$ cat src/rtl/conv1_scheduler.sv
// Layer-1 window scheduler: walks every 3x3 window per filter, issues it to the
// XNOR/popcount datapath and writes back the in-order result bits. Optional perf counter: CONV1_SCHED_PERF_EN.
module conv1_scheduler #(
  parameter int IMG_DIM         = 28,
  parameter int KERNEL          = 3,
  parameter int NUM_FILTERS     = 8,
  parameter int MAX_OUTSTANDING = 2
) (
  input  logic        clk,
  input  logic        rst,
  input  logic        start,
  output logic        win_valid,
  input  logic        win_ready,
  output logic [2:0]  win_filter,
  output logic [4:0]  win_row,
  output logic [4:0]  win_col,
  input  logic        res_valid,
  input  logic        res_bit,
  output logic        out_we,
  output logic [12:0] out_addr,
  output logic        out_bit,
  output logic        busy,
  output logic        done,
  output logic        err,
  output logic [15:0] stall_cycles
);

  localparam int          OUT_DIM = IMG_DIM - KERNEL + 1;
  localparam int          TOTAL   = NUM_FILTERS * OUT_DIM * OUT_DIM;
  localparam logic [1:0]  MAX_O   = 2'(MAX_OUTSTANDING);
  localparam logic [4:0]  LAST_RC = 5'(OUT_DIM - 1);
  localparam logic [2:0]  LAST_F  = 3'(NUM_FILTERS - 1);
  localparam logic [12:0] TOTAL_W = 13'(TOTAL);

  typedef enum logic [1:0] {IDLE, RUN, DRAIN, DONE} state_t;

  state_t      state;
  logic        armed;
  logic [1:0]  outstanding;
  logic [1:0]  out_next;
  logic [12:0] wr_idx;
  logic        xfer;
  logic        res_ok;
  logic        last_win;
  logic        start_ok;

  assign xfer     = win_valid && win_ready;
  // A result with nothing outstanding is a protocol error and is dropped.
  assign res_ok   = res_valid && (outstanding != 2'd0);
  assign last_win = (win_filter == LAST_F) && (win_row == LAST_RC) && (win_col == LAST_RC);
  // armed stays low for the first edge after reset release so a coincident start is ignored.
  assign start_ok = (state == IDLE) && start && armed;

  always_comb begin
    out_next = outstanding + {1'b0, xfer} - {1'b0, res_ok};
  end

  always_ff @(posedge clk or posedge rst) begin
    if (rst) begin
      state       <= IDLE;
      armed       <= 1'b0;
      outstanding <= 2'd0;
      wr_idx      <= 13'd0;
      win_valid   <= 1'b0;
      win_filter  <= 3'd0;
      win_row     <= 5'd0;
      win_col     <= 5'd0;
      out_we      <= 1'b0;
      out_addr    <= 13'd0;
      out_bit     <= 1'b0;
      busy        <= 1'b0;
      done        <= 1'b0;
      err         <= 1'b0;
    end else begin
      armed       <= 1'b1;
      done        <= 1'b0;
      outstanding <= out_next;
      out_we      <= res_ok;
      if (res_valid && (outstanding == 2'd0))
        err <= 1'b1;
      // Write order equals issue order, so the linear index is filter*676 + row*26 + col.
      if (res_ok) begin
        out_addr <= wr_idx;
        out_bit  <= res_bit;
        wr_idx   <= wr_idx + 13'd1;
      end
      case (state)
        IDLE: begin
          if (start_ok) begin
            state      <= RUN;
            busy       <= 1'b1;
            win_valid  <= 1'b1;
            win_filter <= 3'd0;
            win_row    <= 5'd0;
            win_col    <= 5'd0;
            wr_idx     <= 13'd0;
          end
        end
        RUN: begin
          if (xfer && !last_win) begin
            if (win_col == LAST_RC) begin
              win_col <= 5'd0;
              if (win_row == LAST_RC) begin
                win_row    <= 5'd0;
                win_filter <= win_filter + 3'd1;
              end else begin
                win_row <= win_row + 5'd1;
              end
            end else begin
              win_col <= win_col + 5'd1;
            end
          end
          if (xfer && last_win) begin
            win_valid <= 1'b0;
            state     <= DRAIN;
          end else begin
            // Holds valid while stalled (outstanding < limit then) and gates it at the limit.
            win_valid <= (out_next < MAX_O);
          end
        end
        DRAIN: begin
          if ((outstanding == 2'd0) && (wr_idx == TOTAL_W)) begin
            state <= DONE;
            done  <= 1'b1;
          end
        end
        DONE: begin
          state <= IDLE;
          busy  <= 1'b0;
        end
        default: state <= IDLE;
      endcase
    end
  end

`ifdef CONV1_SCHED_PERF_EN
  always_ff @(posedge clk or posedge rst) begin
    if (rst) begin
      stall_cycles <= 16'd0;
    end else if (start_ok) begin
      stall_cycles <= 16'd0;
    end else if ((state == RUN) &&
                 ((win_valid && !win_ready) || (!win_valid && (outstanding == MAX_O))) &&
                 (stall_cycles != 16'hFFFF)) begin
      stall_cycles <= stall_cycles + 16'd1;
    end
  end
`else
  assign stall_cycles = 16'd0;
`endif

endmodule

$ cat config.mk
export PLATFORM = sky130hd
export DESIGN_NAME = conv1_scheduler
export DESIGN_NICKNAME = d
export VERILOG_FILES = /design/src/rtl/conv1_scheduler.sv
export SDC_FILE = /design/constraint.sdc
export NUM_CORES = 1
export LEC_CHECK = 0
export CORE_MARGIN = 5
export CORE_UTILIZATION = 30
export DETAILED_ROUTE_END_ITERATION = 8
export PLACE_DENSITY = 0.62
export SKIP_LAST_GASP = 1
export SYNTH_ARGS = -nofsm -noshare
export SYNTH_HDL_FRONTEND = slang
export SYNTH_SLANG_ARGS = --single-unit
$ cat constraint.sdc
create_clock -name clk -period 2.7 [get_ports clk]
set_input_delay 0.27 -clock clk [delete_from_list [all_inputs] [get_ports clk]]
set_output_delay 0.27 -clock clk [all_outputs]
set_load 0.05 [all_outputs]
==> Word-level counts from Yosys, hierarchy flattened <==
Cells that the tools add are included.
{ "word_totals": {"ff_bits": 50, "input_bits": 6, "out_inout_bits": 48, "elab_cells": 82} }
{ "op_classes": {"addsub": 6, "magnitude_cmp": 1, "eq_ne": 13, "n_mux": 26, "n_reduce_logical": 22} }
{ "op_table": {"columns": ["op", "count"], "rows": [
  ["$mux W13", 3],
  ["$mux W5", 6],
  ["$pmux W5 S2", 2],
  ["$add A13 B1 Y13 const B", 1],
  ["$eq A13 B13 Y1 const B", 1],
  ["$mux W3", 4],
  ["$ne A2 B2 Y1 const B", 6],
  ["$add A5 B1 Y5 const B", 2],
  ["$eq A5 B5 Y1 const B", 2],
  ["$logic_and A1 B1 Y1", 10],
  ["$pmux W2 S4", 1],
  ["$mux W2", 3],
  ["$pmux W3 S2", 1],
  ["$reduce_and A3 Y1", 2],
  ["$reduce_bool A2 Y1", 3],
  ["$reduce_and A5 Y1", 1],
  ["$eq A2 B2 Y1 const B", 2],
  ["$logic_not A2 Y1", 2],
  ["$mux W1", 4],
  ["$pmux W1 S2", 2],
  ["$reduce_and A2 Y1", 2],
  ["$reduce_and A4 Y1", 1],
  ["$add A3 B1 Y3 const B", 1],
  ["$eq A3 B3 Y1 const B", 1],
  ["other kinds (5)", 5]
]} }

==> Depth between registers and ports, before layout <==
{ "depth": {"word_depth": 7, "mapped_depth": 10, "mapped_depth_nobuf": 9} }

==> Worst setup path after synthesis <==
No wires, ideal clock.
{ "synth_timing": {"kind": "flip-flop to flip-flop", "start": "register outstanding[1]", "end": "register win_valid", "setup_time_ps": 126, "arrival_time_ps": 2277, "required_time_ps": 2574, "slack_ps": 297, "stages_incl_launch_ff": 11, "path_buffers": 1, "period_less_slack_ps": 2403, "path_cell_list": "dfrtp_1 o21ai_1 inv_1 clkbuf_1 ha_1 inv_1 ha_1 xnor2_1 xnor2_1 nor2b_1 o32a_1"} }
{ "synth_between": {"elab_chain_cells": 6} }
{ "synth_lines": {"columns": ["item", "line_no", "source"], "rows": [
  ["start: declaration", "39", "logic [1:0] outstanding;"],
  ["start signal: assignment", "77", "outstanding <= out_next;"],
  ["$reduce_bool A2 Y1", "49", "assign res_ok = res_valid && (outstanding != 2'd0);"],
  ["$logic_and A1 B1 Y1", "49", null],
  ["net res_ok", "43", "logic res_ok;"],
  ["$sub A2 B1 Y2", "55", "out_next = outstanding + {1'b0, xfer} - {1'b0, res_ok};"],
  ["net out_next[1]", "40", "logic [1:0] out_next;"],
  ["$lt A2 B2 Y1", "118", "win_valid <= (out_next < MAX_O);"],
  ["$mux W1", "113", "if (xfer && last_win) begin"],
  ["$pmux W1 S2", "87", "case (state)"],
  ["end signal: assignment", "118", null],
  ["end: declaration", "12", "output logic win_valid,"]
]} }
The timed path passes the listed nets, and every way through them passes these cells.
A chain may end at the register's enable or synchronous reset.

==> Final worst setup path <==
{ "layout_timing": {"start": "input win_ready", "end": "register win_valid"} }
{ "layout_between": {"elab_chain_cells": 6} }
{ "layout_lines": {"columns": ["item", "line_no", "source"], "rows": [
  ["start: declaration", "13", "input logic win_ready,"],
  ["$logic_and A1 B1 Y1", "47", "assign xfer = win_valid && win_ready;"],
  ["$add A2 B1 Y2", "55", null],
  ["$sub A2 B1 Y2", "55", null],
  ["net out_next[1]", "40", null],
  ["$lt A2 B2 Y1", "118", null],
  ["$mux W1", "113", null],
  ["$pmux W1 S2", "87", null]
]} }
The timed path passes the listed nets, and every way through them passes these cells.

==> flow_metrics.tcl <==
set metrics [dict create \
    outcome "completed" \
    antenna_found_initial 0 \
    ys_seq_elements 50 \
    timing.final.ws_setup_ns 0.658 \
    post-place-cells 421 \
    final_util_pct 37.3 \
    dr_total_vias 2035 \
    final_common_cell "dfrtp_1" \
    setup_viol 0 \
    synth_area_um2 2740 \
    fin_nets 341 \
    yosysWarningCount 0 \
    io_pins 54 \
    rsz0062_at_grt "false" \
    clkSinkCount 50 \
    grt_pass1_wl_um 9770 \
    ant_nets 0 \
    antenna_cells 0 \
    reg2reg_slack_ns 0.66 \
    die_w_um 105 \
    coreArea_um2 8810 \
    critPathLaunch "win_ready" \
    grt_max_degree 51 \
    place.gp.congestion 0.830 \
    p_leak_nw 1.46 \
    cts-resized-gates 0 \
    ff2ff_path_depth 9 \
    slew_viol_final 0 \
    ys.flop_type "dfrtp_1" \
    worstPathArrival_ns 2.24 \
    syn_area_per_cell_um2 9.80 \
    synthCells 279 \
    irDropWorstVdd_mv 0.350 \
    start_kind "primary input" \
    final_layout_size_suffix_gt1_share_pct 7.79 \
    drt_pass1_iterations 4 \
    final_cell_mix "dfrtp_1, nand2_1, clkdlybuf4s50_1" \
    finalCriticalPeriod_ns 2.04 \
    required_ns 2.90 \
    clkTransAtPathRegs_ns 0.11 \
    drc_errors 0 \
    final_cells 429 \
    dpl_cell_area_um2 3170 \
    ctsRootBufferMaster "clkbuf_8" \
    grt_overflow_total 0 \
    worstPathMaxFanout 6 \
    power_density_nw_per_um2 839 \
    yosysSeqAreaShare_pct 45.7 \
    max_slew_margin_pct 51.7 \
    postLayoutCellArea_um2 3280 \
    cts_buffers 5 \
    area_growth_syn_to_layout_pct 20.0 \
    cts_setup_buffers 0 \
    clock_skew_ns 0.0108 \
    routedWlPerCell_um 13.1 \
    critPathCaptureType "flop" \
    dpl.hpwl_um 4070 \
    finalHoldViolations 0 \
    cts_max_level 2 \
    tns_ns 0 \
    crit_type "primary input to flop" \
    cap_viol_max_count 0 \
    hp-class "primary input to asynchronous set/reset pin" \
    cts_hold_buf 0 \
    async_flop_share_pct 100 \
    synth-edff-count 0 \
    dp_slack_ns 0.300 \
    initial_core_util_pct 31.1 \
    viasPerCell 4.74 \
    die-area_um2 11100 \
    r2r-start "outstanding[1]" \
    reg2reg_to "win_valid" \
    row_count 34 \
    drt-total-wl_um 5600 \
    cts_tree "done" \
    max_freq_ghz 0.490 \
    chipHeight_um 105 \
    grt_pass1_vias 2082 \
    clockBufferDepth 2 \
    io_buffers 37 \
    drtIter0Drc 102 \
    track_usage_pct 10.5 \
    clkLatencyLatePin_ns 0.31 \
    tightest_slew_ns 0.716 \
    yosys.cell_types.count 53 \
    finalCritPeriodShare_pct 75.6 \
]
cells in the mapped netlist (3+ instances only):
library cell,n,area share (%)
dfrtp_1,50,46
nand2_1,48,6.6
nor2_1,18,2.5
buf_4,16,4.4
ha_1,15,6.9
inv_1,14,1.9
o21ai_0,11,2.0
xnor2_1,10,3.2
nand3_1,9,1.6
nand4_1,9,2.1
nor3_1,5,0.91
nor4_1,5,1.1
a21o_1,4,1.1
a21oi_1,4,0.73
clkbuf_1,4,0.55
a31oi_1,3,0.69
and2_1,3,0.69
buf_6,3,1.2
mux2_1,3,1.2
o21ai_1,3,0.55
per-stage QoR:
step                hold WS, ns  total power [mW]
floorplan                 0.375              1.88
global placement          0.440              2.20
detailed placement        0.463              2.22
CTS                       0.469              2.79
global route              0.504              2.95
finish                    0.451              2.75
routing by layer:
metal / track usage [%] / wire length [um] / vias to the layer above
met1: 13.4 / 2580 / 961
met2: 18.0 / 2630 / 51
li1: - / - / 1018
met4: 2.25 / 38 / 0
met3: 2.75 / 352 / 5
met5: 0 / 0 / -
cell families (layout without fill, tap and decap cells):
kind of cell	Yosys count	in the layout	share of synthesized area (%)
DFF	50	50	45.7
and+or+nand+nor	114	114	21.3
adders and majority gates	15	15	6.86
buffers and inverters	38	65	8.23
muxes	4	4	1.60
xor gates and xnor gates	12	12	3.84
AOI/OAI and AO/OA	44	44	12.2
other	2	17	0.275
worst max-delay path: stages:
cell             delay, ns
clkdlybuf4s50_1       0.47
and2_1                0.17
inv_1                 0.13
ha_1                  0.29
inv_1                 0.04
ha_1                  0.17
xnor2_1               0.17
xnor2_1               0.17
nor2b_1               0.07
o32a_1                0.28
state kept, by name, summed over array words and instances (netlist names):
signal,flops
out_addr,13
wr_idx,13
win_col,5
win_row,5
win_filter,3
outstanding,2
state,2
armed,1
busy,1
done,1
err,1
out_bit,1
out_we,1
win_valid,1
layout make-up:
class                   instances  area (um2)
well taps                     108         135
flip-flops and latches         50        1250
multi-input cells             206        1320
clock buffers                   5        68.8
repair buffers                 42         408
inverters                      15        56.3
fillers                       874        5520
clock inverters                 3        48.8
where the power goes:
group          internal [mW]  total (mW)  switching [mW]
Sequential             0.905        1.08           0.178
Combinational          0.388        1.11           0.720
Clock                  0.283       0.562           0.280
worst max-delay path by stage:
stage | end | cells after the start | slack [ns]
floorplan | win_valid | 10 | 0.30
global placement | win_valid | 10 | 0.39
detailed placement | win_valid | 10 | 0.30
CTS | win_valid | 9 | 0.63
global route | win_valid | 9 | 0.49
finish | win_valid | 10 | 0.66
Power figures use the tool's default switching activity.
